$ cat src/rtl/riscv_pkg.sv
// Shared RISC-V decode constants and the issue-stage FSM encoding.
// Used by the decode/issue control block and its immediate generator.
package riscv_pkg;

    localparam logic [6:0] OP_REG    = 7'b0110011;
    localparam logic [6:0] OP_STORE  = 7'b0100011;
    localparam logic [6:0] OP_BRANCH = 7'b1100011;
    localparam logic [6:0] OP_IMM    = 7'b0010011;
    localparam logic [6:0] OP_LOAD   = 7'b0000011;
    localparam logic [6:0] OP_JALR   = 7'b1100111;
    localparam logic [6:0] OP_LUI    = 7'b0110111;
    localparam logic [6:0] OP_AUIPC  = 7'b0010111;
    localparam logic [6:0] OP_JAL    = 7'b1101111;
    localparam logic [6:0] OP_SYSTEM = 7'b1110011;

    // addi x0,x0,0 -- what the issue port shows when nothing is buffered.
    localparam logic [31:0] NOP_INSTR = 32'h00000013;

    typedef enum logic {
        ISSUE  = 1'b0,
        BUBBLE = 1'b1
    } issue_state_t;

    function automatic logic uses_rs1(input logic [6:0] opcode);
        return (opcode == OP_REG)  || (opcode == OP_STORE) || (opcode == OP_BRANCH) ||
               (opcode == OP_IMM)  || (opcode == OP_LOAD)  || (opcode == OP_JALR);
    endfunction

    function automatic logic uses_rs2(input logic [6:0] opcode);
        return (opcode == OP_REG) || (opcode == OP_STORE) || (opcode == OP_BRANCH);
    endfunction

endpackage

$ cat src/rtl/imm_gen.sv
// Combinational sign-extended immediate extraction for RV32 base formats.
// Formats without an immediate (R-type, unknown opcodes) produce zero.
module imm_gen
    import riscv_pkg::*;
#(
    parameter int REG_WIDTH = 64
) (
    input  logic [31:0]          instr,
    output logic [REG_WIDTH-1:0] imm
);

    logic [31:0] imm32;

    always_comb begin
        imm32 = '0;
        case (instr[6:0])
            OP_IMM, OP_LOAD, OP_JALR, OP_SYSTEM:
                imm32 = {{20{instr[31]}}, instr[31:20]};
            OP_STORE:
                imm32 = {{20{instr[31]}}, instr[31:25], instr[11:7]};
            OP_BRANCH:
                imm32 = {{19{instr[31]}}, instr[31], instr[7], instr[30:25], instr[11:8], 1'b0};
            OP_LUI, OP_AUIPC:
                imm32 = {instr[31:12], 12'b0};
            OP_JAL:
                imm32 = {{11{instr[31]}}, instr[31], instr[19:12], instr[20], instr[30:21], 1'b0};
            default:
                imm32 = '0;
        endcase
        imm = REG_WIDTH'($signed(imm32));
    end

endmodule

$ cat src/rtl/id_issue_ctrl.sv
// Decode/issue control: 2-entry fetch buffer, load-use bubble insertion,
// flush handling and a saturating bubble counter.
module id_issue_ctrl
    import riscv_pkg::*;
#(
    parameter int REG_WIDTH = 64
) (
    input  logic                 clk,
    input  logic                 rst,
    input  logic                 f_valid,
    output logic                 f_ready,
    input  logic [31:0]          f_instr,
    input  logic [REG_WIDTH-1:0] f_pc,
    output logic                 d_valid,
    input  logic                 d_ready,
    output logic [31:0]          d_instr,
    output logic [REG_WIDTH-1:0] d_pc,
    output logic [REG_WIDTH-1:0] d_imm,
    input  logic                 ex_mem_read,
    input  logic [4:0]           ex_rd,
    input  logic                 flush,
    output logic [31:0]          stall_cnt,
    output logic                 dbg_state
);

    // Handshake: a word moves on any cycle where valid && ready are both high.
    // Fetch side: f_ready is never offered while full or flushing. Issue side:
    // once d_valid is raised it holds with the same head until d_ready is seen.

    logic [1:0]           count;
    logic                 wr_ptr;
    logic                 rd_ptr;
    logic [31:0]          mem_instr [2];
    logic [REG_WIDTH-1:0] mem_pc    [2];

    issue_state_t state;
    issue_state_t state_next;

    logic       push;
    logic       pop;
    logic       hazard;
    logic       stall_inc;
    logic [6:0] head_op;
    logic [4:0] head_rs1;
    logic [4:0] head_rs2;

    always_comb begin
        d_instr = NOP_INSTR;
        d_pc    = '0;
        if (count != 2'd0) begin
            d_instr = mem_instr[rd_ptr];
            d_pc    = mem_pc[rd_ptr];
        end
    end

    imm_gen #(
        .REG_WIDTH(REG_WIDTH)
    ) u_imm_gen (
        .instr(d_instr),
        .imm  (d_imm)
    );

    assign head_op  = d_instr[6:0];
    assign head_rs1 = d_instr[19:15];
    assign head_rs2 = d_instr[24:20];

    assign hazard = ex_mem_read && (ex_rd != 5'd0) && (count != 2'd0) &&
                    ((uses_rs1(head_op) && (head_rs1 == ex_rd)) ||
                     (uses_rs2(head_op) && (head_rs2 == ex_rd)));

    // rst gates f_ready directly so nothing is offered while reset is held.
    assign f_ready = !rst && (count < 2'd2) && !flush;

    always_comb begin
        state_next = state;
        d_valid    = 1'b0;
        stall_inc  = 1'b0;
        case (state)
            ISSUE: begin
                if (hazard) begin
                    stall_inc = 1'b1;
                    if (!flush) state_next = BUBBLE;
                end else if ((count != 2'd0) && !flush) begin
                    d_valid = 1'b1;
                end
            end
            BUBBLE: begin
                stall_inc  = 1'b1;
                state_next = ISSUE;
            end
            default: state_next = ISSUE;
        endcase
        if (flush) state_next = ISSUE;
    end

    assign push      = f_valid && f_ready;
    assign pop       = d_valid && d_ready;
    assign dbg_state = (state == BUBBLE);

    always_ff @(posedge clk or posedge rst) begin
        if (rst) begin
            state <= ISSUE;
        end else begin
            state <= state_next;
        end
    end

    always_ff @(posedge clk or posedge rst) begin
        if (rst) begin
            count  <= 2'd0;
            wr_ptr <= 1'b0;
            rd_ptr <= 1'b0;
        end else if (flush) begin
            count  <= 2'd0;
            wr_ptr <= 1'b0;
            rd_ptr <= 1'b0;
        end else begin
            if (push) wr_ptr <= !wr_ptr;
            if (pop)  rd_ptr <= !rd_ptr;
            case ({push, pop})
                2'b10:   count <= count + 2'd1;
                2'b01:   count <= count - 2'd1;
                default: count <= count;
            endcase
        end
    end

    // Storage needs no reset: count gates every read of it.
    always_ff @(posedge clk) begin
        if (push) begin
            mem_instr[wr_ptr] <= f_instr;
            mem_pc[wr_ptr]    <= f_pc;
        end
    end

    always_ff @(posedge clk or posedge rst) begin
        if (rst) begin
            stall_cnt <= '0;
        end else if (stall_inc && (stall_cnt != 32'hFFFF_FFFF)) begin
            stall_cnt <= stall_cnt + 32'd1;
        end
    end

endmodule

$ cat config.mk
export PLATFORM = sky130hd
export DESIGN_NAME = id_issue_ctrl
export DESIGN_NICKNAME = d
export VERILOG_FILES = /design/src/rtl/riscv_pkg.sv /design/src/rtl/imm_gen.sv /design/src/rtl/id_issue_ctrl.sv
export SDC_FILE = /design/constraint.sdc
export NUM_CORES = 1
export LEC_CHECK = 0
export BUFFER_PORTS_ARGS = -buffer_cell sky130_fd_sc_hd__buf_2
export CELL_PAD_IN_SITES_DETAIL_PLACEMENT = 2
export CELL_PAD_IN_SITES_GLOBAL_PLACEMENT = 2
export CORE_ASPECT_RATIO = 1.25
export CORE_MARGIN = 2
export CORE_UTILIZATION = 30
export CTS_BUF_LIST = sky130_fd_sc_hd__clkbuf_4 sky130_fd_sc_hd__clkbuf_8
export CTS_CLUSTER_DIAMETER = 80
export DETAILED_ROUTE_END_ITERATION = 7
export GPL_ROUTABILITY_DRIVEN = 0
export PLACE_DENSITY_LB_ADDON = 0.1
export SYNTH_ARGS = -nofsm -noshare
export SYNTH_HDL_FRONTEND = slang
export SYNTH_SLANG_ARGS = --single-unit
$ cat constraint.sdc
create_clock -name clk -period 11.3 [get_ports clk]
set_input_delay 0 -clock clk [delete_from_list [all_inputs] [get_ports clk]]
set_output_delay 0 -clock clk [all_outputs]
set_load 0.02 [all_outputs]
==> flow_summary.yaml, run 1 <==
status:
  outcome: "complete, no violations"
yosys:
  synth_ff_type: "sky130_fd_sc_hd__edfxtp_1"
  synth.cell_area_sq_um: 9870
  synth_fp_nets: 818
  synthArstFlopShare: 0.162
  ys_types: 52
  ys_warn_count: 0
  portion_of_the_post_synthesis_area_used_by_sequential_elements: 0.678
  top_cell_type_by_total_area_after_synthesis: "sky130_fd_sc_hd__edfxtp_1"
  synth-edff-count: 192
  cells_taking_the_most_area_after_synthesis: "sky130_fd_sc_hd__edfxtp_1 58%, sky130_fd_sc_hd__dfrtp_1 9.4%, sky130_fd_sc_hd__mux2i_1 8.8%, sky130_fd_sc_hd__nor2_1 3.7%, sky130_fd_sc_hd__buf_4 2.6%"
  post_synth_inst_count: 710
  synth_top_area_share: 0.584
  postSynthRegisterBits: 229
  post_synth.cell_area_avg_sq_um: 13.9
final_layout:
  final_layout_size_suffix_gt1_frac: 0.353
  diodes: 0
  finish.utilization: 0.411
  seqCellArea_sq_um: 6700
  fill_cells: 3433
  area_growth_syn_to_layout_pct: 35.8
  multi_input_area_sq_um: 2750
  finalNetCount: 1208
critical_path:
  critPathCaptureType: "output pin"
  cp_slowest_stage_delay_ns: 0.70
  worst-r2r-setup-slack_ns: 7.12
  cp-start-kind: "flop"
  worst_path_dominant_cell_family: "simple AND/OR/NAND/NOR gates"
  path_max_fanout: 35
  crit_required_ns: 11.30
  sum_of_buffers_and_inverters_on_the_critical_path: 1
  setup.worst_path.start: "count[0]"
  termination_of_the_worst_setup_path: "d_imm[26]"
  cp_cell_sequence: "nor2_4 > nor2_1 > and4_1 > o21ai_0 > and2_1 > nand2b_1 > o21ai_0 > buf_2"
  rr_startpoint: "count[0]"
  critical-path-slowest-cell: "sky130_fd_sc_hd__nor2_4"
  path_depth: 8
  critical_path_arrival_ns: 4.21
  cp_common_cell: "sky130_fd_sc_hd__o21ai_0"
  critical_path_class: "flop to output pin"
  timing.reg2reg.worst_path_depth: 9
  crit-reg2reg-capture: "stall_cnt[26]"
drt:
  vias: 7229
  wl_um: 30400
  drtPass1Iterations: 4
  avgViaCountPerCell: 4.67
  detailedRoute.firstIterationViolations: 237
  drt.antenna.violating_nets: 0
  route.detailed.wl_per_inst_um: 19.7
  drcViolationCount: 0
sta:
  post-route-min-period_ns: 4.21
  worst-slew-pin-transition_ns: 1.11
  unrepaired_setup_endpoints_after_global_routing: "no"
  drv_slew: 0
  skew_ns: 0.0222
  min_period_over_period: 0.373
  timing.setup.tns_ns: 0
  report.final.hold_viol_count: 0
  maxClockFrequency_ghz: 0.238
  report.final.setup_viol: 0
  slew_headroom: 0.258
clock_tree:
  clock_insertion_delay_worst_skew_ns: 0.56
  post_cts_hold_buffer_count: 101
  htree_num_levels: 2
  cts_setup_buffers: 0
  post_cts.resized_instances: 0
  cts_buffer_depth: 3
  clkTransAtPathRegs_ns: 0.06
  tritoncts: "built"
  cts-buffers-inserted: 41
  root_buffer: "sky130_fd_sc_hd__clkbuf_8"
  clock_sinks: 229
job:
  max_cap_violations: 0
floorplanning:
  initial_utilization: 0.303
  design.die.area_sq_um: 34400
  die_w_um: 166
  ios: 302
  die_y_um: 207
  fp-row-count: 74
  design.core.area_sq_um: 32600
power:
  design_power_total_mw: 2.05
  clockPowerShare: 0.381
  p_int_mw: 1.48
  leakage_power_nw: 5.39
  worst_ir_drop_vdd_mv: 0.0833
  power.share.switching: 0.278
  power.share.sequential: 0.464
  netSwitchingPower_uw: 568
  pwr-share-comb: 0.154
  pwr_density_cell_nw_per_um2: 153
global_routing:
  global_route.usage.met1: 0.203
  global_route.peak_usage_layer: "met2"
  largest_net_degree_at_the_start_of_global_routing: 74
  groute.layer.met3.usage: 0.0412
  grt_antenna_before_repair: 0
  gr-usage-met2: 0.311
  wire_length_of_the_first_global_routing_pass_um: 45300
  gr-usage-all-layers: 0.172
  grt-ovfl-total: 0
  grt_pass1_vias: 7773
placed_design:
  place.detailed.hpwl_um: 20200
  place.port_buffers: 301
worst_hold_path:
  hold_path_class: "input pin to async pin"
-- tightest hold or removal path: stages --
cell                            delay [ns]
sky130_fd_sc_hd__dlygate4sd3_1        0.53
sky130_fd_sc_hd__buf_2                0.13
sky130_fd_sc_hd__inv_1                0.06
sky130_fd_sc_hd__buf_4                0.44
-- how the worst min path moves through the flow --
| stage | start | to | slack (ns) |
|---|---|---|---|
| 2_1_floorplan | flush | count[1] | 0.06 |
| 3_3_place_gp | f_instr[24] | mem_instr[1][24] | 0.19 |
| 3_5_place_dp | f_pc[22] | mem_pc[0][22] | 0.19 |
| 4_1_cts | f_pc[61] | mem_pc[0][61] | 0.11 |
| 5_1_grt | f_pc[52] | mem_pc[1][52] | 0.14 |
| 6_report | rst | count[1] | 0.15 |
-- metal layers --
layer / up-vias / wire length [um]
li1: 3347 / -
met5: - / 0
met3: 48 / 1870
met4: 0 / 685
met1: 3597 / 12300
met2: 237 / 15600
-- logic make-up (layout without fill, tap and decap cells) --
kind of cell    after synthesis  after routing  share of synthesized area
mux                          96             96                     0.0985
flops                       229            229                      0.678
simple gates                216            216                      0.106
buf+inv                      79            500                     0.0455
xor+xnor                     40             40                     0.0355
fa+ha+maj                     1              1                    0.00127
compound gates               49             49                     0.0349
-- metrics by stage --
step | setup WS [ns] | hold slack, ns | cell area [sq um] | instances
3_3_place_gp | 7.18 | 0.188 | 11600 | 1374
5_1_grt | 6.67 | 0.142 | 13400 | 1549
3_5_place_dp | 7.02 | 0.191 | 11600 | 1374
2_1_floorplan | 5.52 | 0.0631 | 9870 | 710
6_report | 7.09 | 0.146 | 13400 | 1549
4_1_cts | 6.96 | 0.113 | 13400 | 1549
-- layout by cell type, fill, tap and decap left out, drive strengths merged, types with 18 or more instances in the layout --
cell / Yosys / routed
dlygate4sd3: 0 / 101
nand2: 36 / 36
xor2: 19 / 19
o21ai: 21 / 21
dfrtp: 37 / 37
buf: 51 / 309
clkbuf: 12 / 53
xnor2: 21 / 21
clkinv: 0 / 18
edfxtp: 192 / 192
nor2: 98 / 98
mux2i: 87 / 87
-- cell usage after synthesis, drive strengths merged (2+ instances only) --
master,number
mux2i,87
dfrtp,37
o31ai,8
nand4,12
mux2,9
xnor2,21
nand3,12
or4,3
o32ai,4
nor4,5
o21bai,2
o21ai,21
edfxtp,192
inv,16
or2,5
nand2,36
and2,5
nor2,98
clkbuf,12
xor2,19
and3,13
nor3,14
or3,2
and4,5
buf,51
a21oi,4
-- registers in the layout, summed over array words and instances, names as in the netlist --
| register | count |
|---|---|
| mem_pc | 128 |
| mem_instr | 64 |
| dbg_state | 1 |
| wr_ptr | 1 |
| rd_ptr | 1 |
| count | 2 |
| stall_cnt | 32 |
-- cell type report --
class                           count  area share
Sequential cell                   229       0.499
Multi-Input combinational cell    402       0.205
Timing Repair Buffer              410       0.192
Clock buffer                       53      0.0493
Tap cell                          418      0.0390
Clock inverter                     21      0.0106
Inverter                           16     0.00448
-- power groups by stage --
stage	combinational, mW	sequential, mW	clock (mW)
2_1_floorplan	0.186	0.967	0
3_3_place_gp	0.290	0.966	0
3_5_place_dp	0.293	0.967	0
4_1_cts	0.322	0.950	0.811
5_1_grt	0.344	0.952	0.839
6_report	0.316	0.950	0.780
(Power assumes the default switching activity.)
==> run 2, diff against run 1 <==
Settings changed: ABC_AREA from default to 1.
Clock period 11.3 ns to 3.69 ns, I/O delays scaled along.
==> flow_summary.yaml, run 2 <==
drt:
  vias: 8727
  route.detailed.wl_per_inst_um: 18.2
  met1_length_um: 14100
  dr.max_layer_used: "met5"
  detailedRoute.firstIterationViolations: 277
  dr_wl_met3_um: 2190
  drtPass1Iterations: 4
  drcViolationCount: 0
  drt.antenna.violating_nets: 0
  avgViaCountPerCell: 4.55
  route.met2.wl_um: 17800
  wl_um: 34900
yosys:
  ys_warn_count: 0
  ys_types: 40
  synth_fp_nets: 1128
  synthMostInstantiatedCell: "sky130_fd_sc_hd__nand2_1"
  post_synth.cell_area_avg_sq_um: 10.4
  postSynthRegisterBits: 229
  synthArstFlopShare: 0.162
  post_synth_inst_count: 1020
  synth.cell_area_sq_um: 10600
  netlist_top_cells_count: "316 x sky130_fd_sc_hd__nand2_1, 192 x sky130_fd_sc_hd__edfxtp_1, 76 x sky130_fd_sc_hd__a21oi_1"
  cells_taking_the_most_area_after_synthesis: "sky130_fd_sc_hd__edfxtp_1 55%, sky130_fd_sc_hd__nand2_1 11%, sky130_fd_sc_hd__dfrtp_1 8.8%, sky130_fd_sc_hd__a21oi_1 3.6%, sky130_fd_sc_hd__inv_1 2.5%"
  portion_of_the_post_synthesis_area_used_by_sequential_elements: 0.633
  synth-edff-count: 192
  synth_ff_type: "sky130_fd_sc_hd__edfxtp_1"
  top_cell_type_by_total_area_after_synthesis: "sky130_fd_sc_hd__edfxtp_1"
  synth_top_area_share: 0.545
power:
  design_power_total_mw: 7.50
  leakage_power_nw: 6.28
  pwr_density_cell_nw_per_um2: 525
  worst_ir_drop_vdd_mv: 0.283
critical_path:
  path_max_fanout: 27
  critical_path_arrival_ns: 3.83
  cp_cell_sequence: "inv_2 > nand2_4 > nand3_1 > nand2_2 > nor2_4 > nand2_1 > clkinv_1 > nand3_1 > nand2_2 > nand2_2 > nand3_1 > nand2_1 > nand3_1 > nand2_1 > dlygate4sd3_1 > nand2_1 > dlygate4sd3_1"
  cp_slowest_stage_delay_ns: 0.55
  worst_path_dominant_cell_family: "simple AND/OR/NAND/NOR gates"
  crit_required_ns: 4.13
  cp-start-kind: "flop"
  critPathCaptureType: "flop"
  critical_path_class: "flop to flop"
  critical-path-slowest-cell: "sky130_fd_sc_hd__dlygate4sd3_1"
  sum_of_buffers_and_inverters_on_the_critical_path: 4
worst_hold_path:
  hold_path_class: "input pin to flop"
placed_design:
  place.port_buffers: 301
  dpl.cell_count: 1735
  place.detailed.hpwl_um: 23900
clock_tree:
  cts-buffers-inserted: 41
  clkTransAtPathRegs_ns: 0.06
  clock_insertion_delay_worst_skew_ns: 0.57
  htree_num_levels: 2
  cts_buffer_depth: 3
  tritoncts: "built"
  clock_sinks: 229
  root_buffer: "sky130_fd_sc_hd__clkbuf_8"
global_routing:
  grt_pass1_vias: 9564
  gr-usage-all-layers: 0.189
  grt_antenna_before_repair: 3
  wire_length_of_the_first_global_routing_pass_um: 54000
  grt-ovfl-total: 0
  largest_net_degree_at_the_start_of_global_routing: 80
final_layout:
  final_layout_size_suffix_gt1_frac: 0.305
  largest_register_ffs: 128
  mostFrequentLayoutCell: "sky130_fd_sc_hd__nand2_1"
  largestRegisters: "mem_pc (128), mem_instr (64), stall_cnt (32)"
  finalNetCount: 1523
  layout.cells.most_common_list: "316 x sky130_fd_sc_hd__nand2_1, 301 x sky130_fd_sc_hd__buf_2, 192 x sky130_fd_sc_hd__edfxtp_1"
  instances_no_fill: 1917
  area_growth_syn_to_layout_pct: 34.9
  register_ranked_first_by_flip_flop_count: "mem_pc"
sta:
  post-route-min-period_ns: 3.39
  slew_headroom: 0.345
  worst-slew-pin-transition_ns: 0.982
  hold_ws_ns: 0.0707
  maxClockFrequency_ghz: 0.295
  report.final.hold_viol_count: 0
  report.final.setup_viol: 0
  drv_slew: 0
  unrepaired_setup_endpoints_after_global_routing: "no"
  min_period_over_period: 0.919
  skew_ns: 0.0180
  timing.setup.tns_ns: 0
floorplanning:
  fp-row-count: 76
  die_y_um: 214
  die_w_um: 172
  initial_utilization: 0.305
  ios: 302
  design.die.area_sq_um: 36800
  design.core.area_sq_um: 34600
status:
  outcome: "complete, no violations"
job:
  max_cap_violations: 0
==> run 2: worst paths after layout <==
path | to | from | slack, ns | cells after the start
worst min-delay path | dbg_state | ex_rd[4] | 0.07 | 8
min in group asynchronous | count[1] | rst | 0.13 | 4
max in group asynchronous | rd_ptr | rst | 3.15 | 4
worst min register to register | stall_cnt[2] | stall_cnt[2] | 0.50 | 1
worst max-delay path | count[0] | count[1] | 0.30 | 17
worst max register to register | count[0] | count[1] | 0.30 | 17
==> run 2: area by class of cell <==
class | instances | area, sq um
timing repair buffer | 423 | 2720
clock buffer | 55 | 688
antenna | 2 | 5.00
tap | 468 | 586
clock inverter | 20 | 158
sequential | 229 | 6700
fill | 3848 | 20300
inverter | 78 | 303
multi-input combinational | 642 | 3120
==> run 2: per-layer routing <==
metal  global-route usage  up-vias
met5                    0        -
met4               0.0535        2
met3               0.0477       64
met2                0.339      232
met1                0.220     4237
li1                     -     4192
==> run 2: timing repair <==
item / 4_1_cts / 5_1_grt
hold buffers: 104 / 0
hold endpoints to repair: 234 / 0
gates cloned: 0 / 0
gates resized for setup: 1 / 1
setup buffers: 0 / 1
endpoints found under the setup margin: 33 / 1
==> run 2: logic make-up (layout without fill, tap and decap cells) <==
logic type | after synthesis | in the layout | share of synthesized area
compound gates | 123 | 123 | 0.0630
fa+ha+maj | 1 | 1 | 0.00118
simple gates | 488 | 488 | 0.204
xor+xnor | 30 | 30 | 0.0248
other cells | 0 | 2 | 0
flops | 229 | 229 | 0.633
buf+inv | 149 | 576 | 0.0742
==> run 2: power by group <==
part / total (mW) / leakage (nW) / internal [mW] / switching (mW)
Combinational: 2.03 / 3.62 / 0.597 / 1.43
Clock: 2.47 / 0.446 / 1.37 / 1.10
Sequential: 3.00 / 2.21 / 2.92 / 0.0730
==> run 2: worst register-to-register path, delay by kind of cell (launching register included) <==
kind,cells,cell delay [ns]
simple gates,13,1.53
buf+inv,4,1.25
flops,1,0.49
==> run 2: metrics by stage <==
stage               setup slack, ns  instance area (sq um)  utilization
finish                        0.300                  14300        0.412
global route                 0.0303                  14300        0.412
CTS                           0.185                  14200        0.412
detailed placement            0.640                  12400        0.357
global placement              0.853                  12400        0.357
floorplan                    -0.509                  10600            -
==> run 3, diff against run 2 <==
Settings changed: ABC_AREA 1 to default.
==> flow_summary.yaml, run 3 (synthesis results as in run 1) <==
final_layout:
  area_growth_syn_to_layout_pct: 38.2
  largest_register_ffs: 128
  register_ranked_first_by_flip_flop_count: "mem_pc"
  finalNetCount: 1225
  layout.cells.most_common_list: "301 x sky130_fd_sc_hd__buf_2, 192 x sky130_fd_sc_hd__edfxtp_1, 101 x sky130_fd_sc_hd__dlygate4sd3_1"
  largestRegisters: "mem_pc (128), mem_instr (64), stall_cnt (32)"
  final_layout_size_suffix_gt1_frac: 0.369
  mostFrequentLayoutCell: "sky130_fd_sc_hd__buf_2"
placed_design:
  place.port_buffers: 301
  place.detailed.hpwl_um: 20600
critical_path:
  critical_path_class: "flop to output pin"
  cp-start-kind: "flop"
  path_max_fanout: 11
  critPathCaptureType: "output pin"
  sum_of_buffers_and_inverters_on_the_critical_path: 4
  crit_required_ns: 3.69
  critical_path_arrival_ns: 3.37
  worst_path_dominant_cell_family: "simple AND/OR/NAND/NOR gates"
  cp_cell_sequence: "mux2i_1 > or2_2 > inv_1 > nand3_1 > a211oi_1 > o21ai_0 > buf_4 > and2_1 > buf_4 > nand2b_2 > o21ai_0 > buf_2"
  critical-path-slowest-cell: "sky130_fd_sc_hd__dfrtp_4"
  cp_slowest_stage_delay_ns: 0.53
clock_tree:
  clock_insertion_delay_worst_skew_ns: 0.56
  cts_buffer_depth: 3
  cts-buffers-inserted: 43
  htree_num_levels: 2
  clock_sinks: 229
  tritoncts: "built"
  clkTransAtPathRegs_ns: 0.07
  root_buffer: "sky130_fd_sc_hd__clkbuf_8"
global_routing:
  grt_pass1_vias: 8010
  gr-usage-all-layers: 0.176
  grt_antenna_before_repair: 2
  groute.layer.met3.usage: 0.0395
  global_route.peak_usage_layer: "met2"
  gr-usage-met2: 0.317
  grt-ovfl-total: 0
  largest_net_degree_at_the_start_of_global_routing: 48
  global_route.usage.met1: 0.206
  wire_length_of_the_first_global_routing_pass_um: 46600
sta:
  skew_ns: 0.0272
  unrepaired_setup_endpoints_after_global_routing: "no"
  min_period_over_period: 0.914
  report.final.hold_viol_count: 0
  slew_headroom: 0.257
  worst-slew-pin-transition_ns: 1.11
  maxClockFrequency_ghz: 0.296
  drv_slew: 0
  timing.setup.tns_ns: 0
  post-route-min-period_ns: 3.37
  report.final.setup_viol: 0
power:
  leakage_power_nw: 5.51
  design_power_total_mw: 6.40
  pwr_density_cell_nw_per_um2: 470
  worst_ir_drop_vdd_mv: 0.299
floorplanning:
  die_w_um: 166
  design.die.area_sq_um: 34400
  ios: 302
  design.core.area_sq_um: 32600
  die_y_um: 207
  fp-row-count: 74
  initial_utilization: 0.303
drt:
  drtPass1Iterations: 4
  drt.antenna.violating_nets: 0
  wl_um: 30400
  avgViaCountPerCell: 4.61
  vias: 7222
  drcViolationCount: 0
  detailedRoute.firstIterationViolations: 243
  route.detailed.wl_per_inst_um: 19.4
status:
  outcome: "complete, no violations"
worst_hold_path:
  hold_path_class: "input pin to async pin"
job:
  max_cap_violations: 0
[run 3: cell types whose count changed in the layout (fill, tap and decap cells not counted), moves of 19 or more]
cell                      before  now
sky130_fd_sc_hd__nand2_1     316   36
sky130_fd_sc_hd__mux2i_1       0   87
sky130_fd_sc_hd__a21oi_1      76    4
sky130_fd_sc_hd__inv_1        70   16
sky130_fd_sc_hd__nor2_1       49   96
sky130_fd_sc_hd__nor3_1       33    9
sky130_fd_sc_hd__nand2_2      19    0
[run 3: final timing paths]
kind                          startpoint       endpoint  slack, ns  cells after the start
max in group asynchronous            rst         rd_ptr       3.12                      4
setup reg to reg                  rd_ptr  stall_cnt[16]       0.44                      9
hold reg to reg            stall_cnt[26]  stall_cnt[26]       0.50                      1
setup / recovery                  rd_ptr      d_imm[23]       0.32                     12
min in group clk                f_pc[17]  mem_pc[0][17]       0.16                      2
hold / removal                       rst       count[1]       0.15                      4
[run 3: power by group]
part	internal [mW]	switching (mW)
logic	0.364	0.639
clock network	1.41	1.08
registers	2.87	0.0308
[run 3: through the flow]
| stage | cells | worst slack (ns) | instance area, sq um | util | hold slack [ns] |
|---|---|---|---|---|---|
| detailed placement | 1384 | 0.290 | 11700 | 0.359 | 0.192 |
| global placement | 1384 | 0.427 | 11700 | 0.359 | 0.189 |
| finish | 1568 | 0.317 | 13600 | 0.419 | 0.149 |
| global route | 1568 | 0.0203 | 13600 | 0.419 | 0.127 |
| CTS | 1563 | 0.00313 | 13600 | 0.417 | 0.107 |
| floorplan | 710 | 0.470 | 9880 | - | 0.0631 |
[run 3: cell type report]
cell class,count,area [sq um]
clock buffer,58,723
tap,418,523
inverter,16,60.1
fill,3434,19000
multi-input combinational,402,2760
sequential,229,6700
timing repair buffer,425,2740
antenna,1,2.50
clock inverter,19,140
[run 3: timing repair]
action                     in CTS  in global routing
buffers inserted                1                  4
gates resized for setup         2                  5
setup endpoints to repair      15                 52
pin swaps                       0                  0
hold buffers                  101                  0
hold endpoints to repair      237                  0
[run 3: routing by layer]
metal,up-vias,part of all wire
li1,3372,-
met1,3571,0.40
met2,235,0.52
met3,42,0.052
met4,2,0.027
met5,-,0.00043
[run 3: tightest hold or removal path, delay by kind of cell]
| family | cells | cell delay (ns) |
|---|---|---|
| buf+inv | 4 | 1.16 |
